<file path="config.mk">
export PLATFORM = sky130hd
export DESIGN_NAME = riscv_wb_tracker_flat
export DESIGN_NICKNAME = d
export VERILOG_FILES = /design/src/rtl/riscv_trace_pkg.sv /design/src/rtl/riscv_wb_tracker_if.sv /design/src/rtl/riscv_wb_tracker_regfile.sv /design/src/rtl/riscv_wb_tracker.sv /design/src/flat_wrapper.sv
export SDC_FILE = /design/constraint.sdc
export NUM_CORES = 2
export LEC_CHECK = 0
export BUFFER_PORTS_ARGS = -buffer_cell sky130_fd_sc_hd__buf_2
export CORE_ASPECT_RATIO = 1.5
export CORE_MARGIN = 5
export CORE_UTILIZATION = 30
export DETAILED_ROUTE_END_ITERATION = 10
export SETUP_SLACK_MARGIN = 0.4
export SLEW_MARGIN = 30
export SYNTH_ARGS = -nofsm -noshare
export SYNTH_HDL_FRONTEND = slang
export SYNTH_SLANG_ARGS = --single-unit
</file>
<file path="constraint.sdc">
create_clock -name clk -period 6.3 [get_ports clk]
set_input_delay 0.63 -clock clk [delete_from_list [all_inputs] [get_ports clk]]
set_output_delay 0.63 -clock clk [all_outputs]
set_load 0.02 [all_outputs]
</file>
<file path="src/rtl/riscv_trace_pkg.sv">
`default_nettype none
// ============================================================================
//  Module      : riscv_trace_pkg
//  Description : Shared constants, FSM state type and dump-entry record for
//                the writeback tracker.
//  Revision    : 1.0 - initial release
// ============================================================================
package riscv_trace_pkg;

    localparam int XLEN_DEF  = 32;
    localparam int NREGS_DEF = 32;
    localparam int REG_AW    = $clog2(NREGS_DEF);

    typedef enum logic [1:0] {
        ST_IDLE = 2'd0,
        ST_DUMP = 2'd1,
        ST_DONE = 2'd2
    } trace_state_t;

    typedef struct packed {
        logic [REG_AW-1:0]   idx;
        logic [XLEN_DEF-1:0] data;
    } dump_entry_t;

endpackage
`default_nettype wire

</file>
<file path="src/rtl/riscv_wb_tracker_if.sv">
`default_nettype none
// ============================================================================
//  Module      : riscv_wb_tracker_if
//  Description : Writeback/dump bundle between pipeline, tracker and sink.
//  Revision    : 1.0 - initial release
// ============================================================================
interface riscv_wb_tracker_if
    import riscv_trace_pkg::*;
#(
    parameter int XLEN    = XLEN_DEF,
    parameter int COUNT_W = 16
);

    logic              wb_e;
    logic [REG_AW-1:0] wb_a;
    logic [XLEN-1:0]   wb_d;
    logic [XLEN-1:0]   pc_in;
    logic              dump;
    logic              out_ready;
    logic              out_valid;
    logic [REG_AW-1:0] out_idx;
    logic [XLEN-1:0]   out_data;
    logic [XLEN-1:0]   out_pc;
    logic              busy;
    logic              done;
    logic [COUNT_W-1:0] wr_count;

    modport master (
        output wb_e, wb_a, wb_d, pc_in, dump, out_ready,
        input  out_valid, out_idx, out_data, out_pc, busy, done, wr_count
    );

    modport slave (
        input  wb_e, wb_a, wb_d, pc_in, dump, out_ready,
        output out_valid, out_idx, out_data, out_pc, busy, done, wr_count
    );

endinterface
`default_nettype wire

</file>
<file path="src/rtl/riscv_wb_tracker_regfile.sv">
`default_nettype none
// ============================================================================
//  Module      : riscv_shadow_regfile
//  Description : Shadow register file, one write port, forwarded read port.
//                RISCV_WB_TRACKER_SKIP_ZERO_EN adds a forwarded nonzero map.
//  Revision    : 1.0 - initial release
// ============================================================================
module riscv_shadow_regfile
    import riscv_trace_pkg::*;
#(
    parameter int XLEN  = XLEN_DEF,
    parameter int NREGS = NREGS_DEF,
    parameter int AW    = REG_AW
) (
    input  wire logic            clk,
    input  wire logic            reset,
    input  wire logic            we_i,
    input  wire logic [AW-1:0]   wa_i,
    input  wire logic [XLEN-1:0] wd_i,
    input  wire logic [AW-1:0]   ra_i,
    output      logic [XLEN-1:0] rd_o
`ifdef RISCV_WB_TRACKER_SKIP_ZERO_EN
    ,
    output      logic [NREGS-1:0] nz_o
`endif
);

    logic [XLEN-1:0] regs_q [1:NREGS-1];
    logic [XLEN-1:0] fwd    [NREGS];

    // x0 has no storage at all, so it reads zero by construction.
    for (genvar i = 1; i < NREGS; i++) begin : g_reg
        always_ff @(posedge clk or negedge reset) begin
            if (!reset) begin
                regs_q[i] <= '0;
            end else if (we_i && (wa_i == AW'(i))) begin
                regs_q[i] <= wd_i;
            end
        end
    end

    always_comb begin
        fwd[0] = '0;
        for (int i = 1; i < NREGS; i++) begin
            fwd[i] = (we_i && (wa_i == AW'(i))) ? wd_i : regs_q[i];
        end
    end

    assign rd_o = fwd[ra_i];

`ifdef RISCV_WB_TRACKER_SKIP_ZERO_EN
    always_comb begin
        nz_o = '0;
        for (int i = 0; i < NREGS; i++) begin
            nz_o[i] = |fwd[i];
        end
    end
`endif

endmodule
`default_nettype wire

</file>
<file path="src/rtl/riscv_wb_tracker.sv">
`default_nettype none
// ============================================================================
//  Module      : riscv_wb_tracker
//  Description : Shadows pipeline writebacks, counts commits and streams a
//                register snapshot on a dump request.
//                RISCV_WB_TRACKER_SKIP_ZERO_EN skips zero-valued entries.
//  Revision    : 1.0 - initial release
// ============================================================================
module riscv_wb_tracker
    import riscv_trace_pkg::*;
#(
    parameter int XLEN    = XLEN_DEF,
    parameter int NREGS   = NREGS_DEF,
    parameter int COUNT_W = 16
) (
    input wire logic          clk,
    input wire logic          reset,
    riscv_wb_tracker_if.slave bus
);

    localparam int AW = REG_AW;

    trace_state_t       state_q;
    dump_entry_t        entry_q;
    logic               dump_q;
    logic               valid_q;
    logic               busy_q;
    logic               done_q;
    logic [XLEN-1:0]    pc_q;
    logic [COUNT_W-1:0] cnt_q;

    logic               rise;
    logic               commit;
    logic [AW-1:0]      idx_d;
    logic               found_d;
    logic [XLEN-1:0]    data_d;

    assign rise   = bus.dump && !dump_q;
    assign commit = bus.wb_e && (bus.wb_a != '0);

`ifdef RISCV_WB_TRACKER_SKIP_ZERO_EN
    logic [NREGS-1:0] nz;

    // Descending scan so the last hit is the lowest qualifying index.
    always_comb begin
        found_d = 1'b0;
        idx_d   = '0;
        for (int j = NREGS - 1; j > 0; j--) begin
            if (nz[j] && ((state_q == ST_IDLE) || (AW'(j) > entry_q.idx))) begin
                found_d = 1'b1;
                idx_d   = AW'(j);
            end
        end
    end
`else
    always_comb begin
        if (state_q == ST_IDLE) begin
            idx_d   = '0;
            found_d = 1'b1;
        end else begin
            idx_d   = entry_q.idx + AW'(1);
            found_d = (entry_q.idx != AW'(NREGS - 1));
        end
    end
`endif

    riscv_shadow_regfile #(
        .XLEN  (XLEN),
        .NREGS (NREGS),
        .AW    (AW)
    ) u_regs (
        .clk   (clk),
        .reset (reset),
        .we_i  (commit),
        .wa_i  (bus.wb_a),
        .wd_i  (bus.wb_d),
        .ra_i  (idx_d),
        .rd_o  (data_d)
`ifdef RISCV_WB_TRACKER_SKIP_ZERO_EN
        ,
        .nz_o  (nz)
`endif
    );

    always_ff @(posedge clk or negedge reset) begin
        if (!reset) begin
            state_q <= ST_IDLE;
            entry_q <= '0;
            dump_q  <= 1'b0;
            valid_q <= 1'b0;
            busy_q  <= 1'b0;
            done_q  <= 1'b0;
            pc_q    <= '0;
            cnt_q   <= '0;
        end else begin
            dump_q <= bus.dump;
            if (commit && (cnt_q != '1)) begin
                cnt_q <= cnt_q + COUNT_W'(1);
            end

            case (state_q)
                ST_IDLE: begin
                    if (rise) begin
                        pc_q <= bus.pc_in;
                        if (found_d) begin
                            state_q      <= ST_DUMP;
                            busy_q       <= 1'b1;
                            valid_q      <= 1'b1;
                            entry_q.idx  <= idx_d;
                            entry_q.data <= data_d;
                        end else begin
                            state_q <= ST_DONE;
                            done_q  <= 1'b1;
                        end
                    end
                end
                ST_DUMP: begin
                    // Entry is a snapshot: it only changes on a transfer.
                    if (valid_q && bus.out_ready) begin
                        if (found_d) begin
                            entry_q.idx  <= idx_d;
                            entry_q.data <= data_d;
                        end else begin
                            state_q <= ST_DONE;
                            valid_q <= 1'b0;
                            busy_q  <= 1'b0;
                            done_q  <= 1'b1;
                        end
                    end
                end
                ST_DONE: begin
                    if (!bus.dump) begin
                        state_q <= ST_IDLE;
                        done_q  <= 1'b0;
                    end
                end
                default: begin
                    state_q <= ST_IDLE;
                    valid_q <= 1'b0;
                    busy_q  <= 1'b0;
                    done_q  <= 1'b0;
                end
            endcase
        end
    end

    assign bus.out_valid = valid_q;
    assign bus.out_idx   = entry_q.idx;
    assign bus.out_data  = entry_q.data;
    assign bus.out_pc    = pc_q;
    assign bus.busy      = busy_q;
    assign bus.done      = done_q;
    assign bus.wr_count  = cnt_q;

endmodule
`default_nettype wire

</file>
<file path="src/flat_wrapper.sv">
// flat-port wrapper written by rule: the top's interface ports become plain ports
module riscv_wb_tracker_flat import riscv_trace_pkg::*;
#(
    parameter int XLEN    = XLEN_DEF,
    parameter int NREGS   = NREGS_DEF,
    parameter int COUNT_W = 16
)
  (clk, reset, bus_wb_e, bus_wb_a, bus_wb_d, bus_pc_in, bus_dump, bus_out_ready, bus_out_valid, bus_out_idx, bus_out_data, bus_out_pc, bus_busy, bus_done, bus_wr_count);
  riscv_wb_tracker_if #(.XLEN(XLEN), .COUNT_W(COUNT_W)) bus_i ();
  input wire logic clk;
  input wire logic reset;
  input wire logic [$bits(bus_i.wb_e)-1:0] bus_wb_e;
  input wire logic [$bits(bus_i.wb_a)-1:0] bus_wb_a;
  input wire logic [$bits(bus_i.wb_d)-1:0] bus_wb_d;
  input wire logic [$bits(bus_i.pc_in)-1:0] bus_pc_in;
  input wire logic [$bits(bus_i.dump)-1:0] bus_dump;
  input wire logic [$bits(bus_i.out_ready)-1:0] bus_out_ready;
  output wire logic [$bits(bus_i.out_valid)-1:0] bus_out_valid;
  output wire logic [$bits(bus_i.out_idx)-1:0] bus_out_idx;
  output wire logic [$bits(bus_i.out_data)-1:0] bus_out_data;
  output wire logic [$bits(bus_i.out_pc)-1:0] bus_out_pc;
  output wire logic [$bits(bus_i.busy)-1:0] bus_busy;
  output wire logic [$bits(bus_i.done)-1:0] bus_done;
  output wire logic [$bits(bus_i.wr_count)-1:0] bus_wr_count;
  assign bus_i.wb_e = bus_wb_e;
  assign bus_i.wb_a = bus_wb_a;
  assign bus_i.wb_d = bus_wb_d;
  assign bus_i.pc_in = bus_pc_in;
  assign bus_i.dump = bus_dump;
  assign bus_i.out_ready = bus_out_ready;
  assign bus_out_valid = bus_i.out_valid;
  assign bus_out_idx = bus_i.out_idx;
  assign bus_out_data = bus_i.out_data;
  assign bus_out_pc = bus_i.out_pc;
  assign bus_busy = bus_i.busy;
  assign bus_done = bus_i.done;
  assign bus_wr_count = bus_i.wr_count;
  riscv_wb_tracker #(.XLEN(XLEN), .NREGS(NREGS), .COUNT_W(COUNT_W)) u_core (.clk(clk), .reset(reset), .bus(bus_i));
endmodule
</file>
After elaboration in Yosys (flattened, before gate mapping). Cells that the tools add are included. W data, S select, Z words.

Flip-flop bits (word level): 1082. Latch bits: 0. Bits in writable memories: 0. Memory bits (read-only): 0. Input port bits: 74. Output and inout port bits: 88. Logic and storage cells: 184. Memories: 0.

$add $sub $neg: 2. Multipliers: 0. Divide/modulo/power cells: 0. Order comparisons: 1. Eq/ne operators: 40. Shift operators: 0. Multiplexer cells: 56. Bitwise operators: 2. Reduce and logical (&&, ||, !) cells: 44.

Operators with widths (count): $mux W32 (33); $bmux W32 S5 (1); $mux W37 (3); $eq A5 B5 Y1 const B (16); $pmux W37 S2 (1); $eq A5 B4 Y1 const B (8); $logic_and A1 B1 Y1 (35); $eq A5 B3 Y1 const B (4); $add A16 B1 Y16 const B (1); $ne A16 B16 Y1 const B (1); $eq A5 B2 Y1 const B (2); $mux W2 (5); $mux W1 (9); $ge A6 B6 Y1 const B (1); $ne A2 B1 Y1 const B (3); $not A5 Y6 (1); $pmux W1 S3 (2); $pmux W2 S3 (1); $reduce_and A3 Y1 (2); $add A5 B1 Y5 const B (1); $eq A5 B1 Y1 const B (1); $mux W5 (1); $ne A5 B5 Y1 const B (1); $reduce_and A5 Y1 (1); 10 further kinds (11).

Depth between registers and ports, before layout.
Word-level depth: 10. Gate-level depth with buffers: 11. Mapped depth without buffers: 10.

Hierarchy. From an unflattened synthesis, not the netlist that was laid out.

Cells, all modules: 4952. Area total of the unflattened synthesis: 51216.6 um^2.

Modules (own cells, without submodules): riscv_shadow_regfile (instances 1, cells an instance 4691, area an instance 47511.8 um^2, sequential area each 24823.8 um^2); riscv_wb_tracker (instances 1, cells an instance 261, area an instance 3704.8 um^2, sequential area each 2252.2 um^2).

Worst setup path before layout. Ideal clock, no wire load.

Path type: reg-to-reg. Start: reg u_core.entry_q (netlist bit u_core.bus.out_idx[1]). End: reg u_core.entry_q (netlist bit u_core.bus.out_data[2]). Library setup time: 0.134 ns. Arrival: 2.653 ns. Data required time: 6.166 ns. Slack: 3.513 ns. Stages on the path, launching flop included: 12. Buffers on the path: 1. Clock period less this slack: 2.787 ns. Cell sequence: dfrtp_1 ha_1 and3_1 ha_1 nor3b_1 a22oi_1 or2_2 clkbuf_1 nor2_1 a31oi_1 a22oi_1 nor3_1.

Word-level cells in the longest chain between the ends: 9. Elaborated cells on any way between the ends: 12. Classes of those cells: add/sub: 1; eq/ne: 1; mux: 9; bitwise: 1.

RTL lines: start, declared (line riscv_wb_tracker.sv:24) `dump_entry_t entry_q;`; $add A5 B1 Y5 (line riscv_wb_tracker.sv:61) `idx_d = entry_q.idx + AW'(1);`; $mux W5 (line riscv_wb_tracker.sv:57) `if (state_q == ST_IDLE) begin`; $not A5 Y6 (not written as such) (line riscv_wb_tracker_regfile.sv:49) `assign rd_o = fwd[ra_i];`; $bmux W32 S5 (line riscv_wb_tracker_regfile.sv:49); $mux W32 (not written as such) (2 in a row) (line riscv_wb_tracker_regfile.sv:49); $mux W37 * (line riscv_wb_tracker.sv:105, riscv_wb_tracker.sv:120); $mux W37, on equally long branches (line riscv_wb_tracker.sv:119, riscv_wb_tracker.sv:103); $pmux W37 S2 * (line riscv_wb_tracker.sv:101) `case (state_q)`.

Every way passes the cells marked *; elsewhere a longest branch is shown, timed or not. The select of a mux whose other input is x is not followed. A chain may end at the register's enable or synchronous reset.

Worst setup path after layout.
Start: reg u_core.entry_q (netlist bit u_core.bus.out_idx[0]). End: reg u_core.entry_q (netlist bit u_core.bus.out_data[26]).

The elaborated chain is that of the path after synthesis.

==> run_results.csv <==
group,metric,value,unit
min_path,hold_class,"input port to flop",
timing,final-hold-violation-count,0,
finish,multiInputGateArea,20600,um2
finish,fin_area,56100,um2
critical_path,cp_num_buf_inv,0,
critical_path,timing.critical_path.to,"u_core.bus.out_data[26]",
synth,ys_ff_latch,1082,
critical_path,critPathLaunchType,"flop",
timing,finalSetupTns,0,ps
floorplan,dieArea,174000,um2
clock_network,insertion_delay,730,ps
timing,whs,51.7,ps
timing,period_needed,4420,ps
critical_path,path_common_cell,"a211oi_1",
routing,ant_nets,0,
critical_path,endpoint_kind,"flop",
pwr,peakVddDrop,216,uV
floorplan,boundaryPins,162,
clock_network,htreeDepth,3,
critical_path,rr_startpoint,"u_core.bus.out_idx[0]",
clock_network,clk_pin_slew,70,ps
critical_path,cp_top_family,"simple AND/OR/NAND/NOR gates",
routing,drtIter0Drc,4397,
synth,async_flop_share,1.00,
place,dpl.hpwl,115000,um
job,cap_violations,0,
routing,firstDrtPassIters,8,
timing,fin_crit_sh,0.701,
clock_network,postCtsSetupRepairBufs,0,
place,globalplace.congestion,0.877,
synth,postSynthAreaPerCell,10.1,um2
critical_path,critical_path_class,"flop to flop",
floorplan,rows,183,
timing,rsz0062_at_grt,"no",
finish,fill_cells,16853,
routing,vias,41413,
grt,grt_max_degree,183,
synth,synth_area_leader_cell,"dfrtp_1",
critical_path,reg2reg_to,"u_core.bus.out_data[26]",
synth,ys_seq_area_frac,0.544,
finish,drive_gt1_frac,0.166,
floorplan,core_area,165000,um2
timing,setup_viol,0,
synth,yosysTopAreaCellShare,0.544,
synth,syn_nets,5027,
timing,relSlewSlack,0.300,
critical_path,crit_required,6880,ps
min_path,whs_path_depth,1,
finish,seq_area,27100,um2
pwr,leakage,24.1,nW
critical_path,crit_path_top_delay_cell,"nor3_4",
finish,area_growth,12.7,%
synth,synth_enable_flop_cells,0,
grt,grt_overflow,0,
timing,worst_pin_slew,1050,ps
synth,synth_area_leaders,"dfrtp_1 54%, o21ai_0 11%, mux2_2 5.9%, nand2_1 4.0%, clkbuf_1 2.6%",
clock_network,cts_buffers,103,
clock_network,cts_tree,"built",
synth,ys.flop_type,"dfrtp_1",
routing,avgRoutedWirePerCell,25.4,um
routing,drc_errors,0,
floorplan,die_w,343,um
floorplan,start_util,0.301,
grt,grt.total_usage,0.202,
synth,syn_inst,4950,
clock_network,clockRootBuffer,"clkbuf_16",
run_status,outcome,"finished clean",
clock_network,clock_sinks,1082,
grt,grt_pass1_vias,41409,
critical_path,critical_path.cell_chain,"ha_1, o21a_4, xnor2_1, nor3_4, a211oi_1, or3_1, nor3_1, a211oi_1",
critical_path,r2r_slack,1880,ps
floorplan,die_h,509,um
pwr,p_per_area,313,nW/um2
synth,ys_warn_count,0,
finish,fin_nets,4907,
synth,synth.distinct_cells,93,
routing,via_per_inst,5.80,
timing,fmax,0.226,GHz
grt,antenna_found_initial,18,
critical_path,startpoint,"u_core.bus.out_idx[0]",
clock_network,clk_path_buf_depth,3,
min_path,min_from,"bus_dump",
critical_path,critPathArrivalTime,4990,ps
timing,fin_worst_skew,34.6,ps
critical_path,rr_worst_depth,8,
routing,wl,182000,um
critical_path,crit_fanout,52,
synth,synth_area,49800,um2
timing,finalMaxSlewViolations,0,
place,dpl_cell_area,52500,um2
critical_path,worst-path-stages,8,
place,portBuffers,161,
critical_path,crit_path_max_incr_delay,820,ps
grt,grt_pass1_wl,271000,um
==> worst min-delay path by stage <==
stage,to,slack [ps]
finish,u_core.dump_q,50
global placement,u_core.u_regs.regs_q[86],440
global route,u_core.dump_q,50
detailed placement,u_core.u_regs.regs_q[92],450
floorplan,u_core.bus.done,330
CTS,u_core.dump_q,20
==> flip-flops by register name, indices dropped and copies added (netlist names) <==
register and flops:
u_core.state_q 2, u_core.bus.out_data 32, u_core.dump_q 1, u_core.bus.out_pc 32
u_core.bus.out_idx 5, u_core.bus.done 1, u_core.bus.wr_count 16, u_core.bus.out_valid 1
u_core.u_regs.regs_q 992
==> where the power goes <==
group / total, W / switching, W / internal [W] / leakage (nW)
Clock: 0.00654 / 0.00282 / 0.00372 / 1.71
Sequential: 0.00860 / 0.000442 / 0.00815 / 14.0
Combinational: 0.00242 / 0.00148 / 0.000940 / 8.39
==> layout make-up <==
type | instances | area share
Tap cell | 2220 | 0.0495
Sequential cell | 1082 | 0.483
Clock buffer | 162 | 0.0554
Antenna cell | 10 | 0.000446
Timing Repair Buffer | 289 | 0.0346
Clock inverter | 27 | 0.00685
Inverter | 48 | 0.00321
Multi-Input combinational cell | 3306 | 0.367
==> metrics by stage <==
stage	cells	total power, W	setup slack, ps	util
2_1_floorplan	4950	0.0102	3510	-
3_3_place_gp	6939	0.0110	1920	0.317
3_5_place_dp	6940	0.0111	1830	0.317
4_1_cts	7130	0.0176	1790	0.338
5_1_grt	7135	0.0183	1670	0.339
6_report	7144	0.0176	1880	0.339
==> layout by cell type (no fill, tap or decap), drive strengths merged, types with 10 or more instances in the layout <==
master,instances
o22ai,157
o41ai,15
a31oi,49
o221ai,46
a221oi,29
nand2b,19
mux2,268
o2bb2ai,15
buf,288
a32o,44
dfrtp,1082
nand4,10
xnor2,15
a22o,12
nand3,85
inv,47
mux2i,43
o21a,22
a211oi,68
a32oi,12
nor4,31
o22a,16
a211o,47
o21bai,13
clkinv,17
nand2,530
a22oi,62
diode,10
nor3,118
nor2,100
or3,14
o221a,12
o211ai,54
clkbuf,162
o21ai,1118
a21oi,148
a21o,38
==> logic make-up after synthesis <==
logic type	after synthesis	synth area share
and+or+nand+nor	955	0.0874
xor gates and xnor gates	21	0.00369
buffers and inverters	562	0.0484
DFF	1082	0.544
adders and majority gates	3	0.000754
muxes	311	0.0693
AOI/OAI and AO/OA	2016	0.246
==> layer usage <==
layer,wire (um),up-vias,global-route usage
met1,70300,20845,0.252
met5,83,-,0
met3,15200,550,0.0409
li1,-,17894,-
met2,85800,2110,0.330
met4,10300,14,0.105
==> synth_stat cells, types with 7 or more instances <==
cell,instances
a22o_1,12
nand2b_1,19
nand3_1,84
buf_2,93
o211ai_1,54
o41ai_1,15
a21oi_1,144
nand2_1,524
nor4_1,31
a21o_1,38
mux2_2,262
nand4_1,10
o21ai_2,8
buf_4,28
a22oi_1,62
o21bai_1,13
nor2_1,90
clkbuf_1,350
o2bb2ai_1,15
a32o_1,44
nor2_2,7
and2_1,7
o22a_1,16
a32oi_1,12
xnor2_1,15
a211oi_1,65
inv_1,47
a222oi_1,9
a31oi_1,49
buf_6,10
dfrtp_1,1082
buf_1,31
o21ai_0,1071
o21a_1,22
o21ai_1,37
o221ai_1,46
mux2i_1,43
or3_1,14
a221oi_1,29
o22ai_1,157
a211o_1,47
nor3_1,116
and3_1,9
o221a_2,12
==> what timing repair did <==
action                                 in CTS  in global routing
hold buffers                                1                  0
endpoints found under the hold margin      27                  0
gates resized for setup                     0                  0
Note: power is estimated with default switching activity, not from simulation.
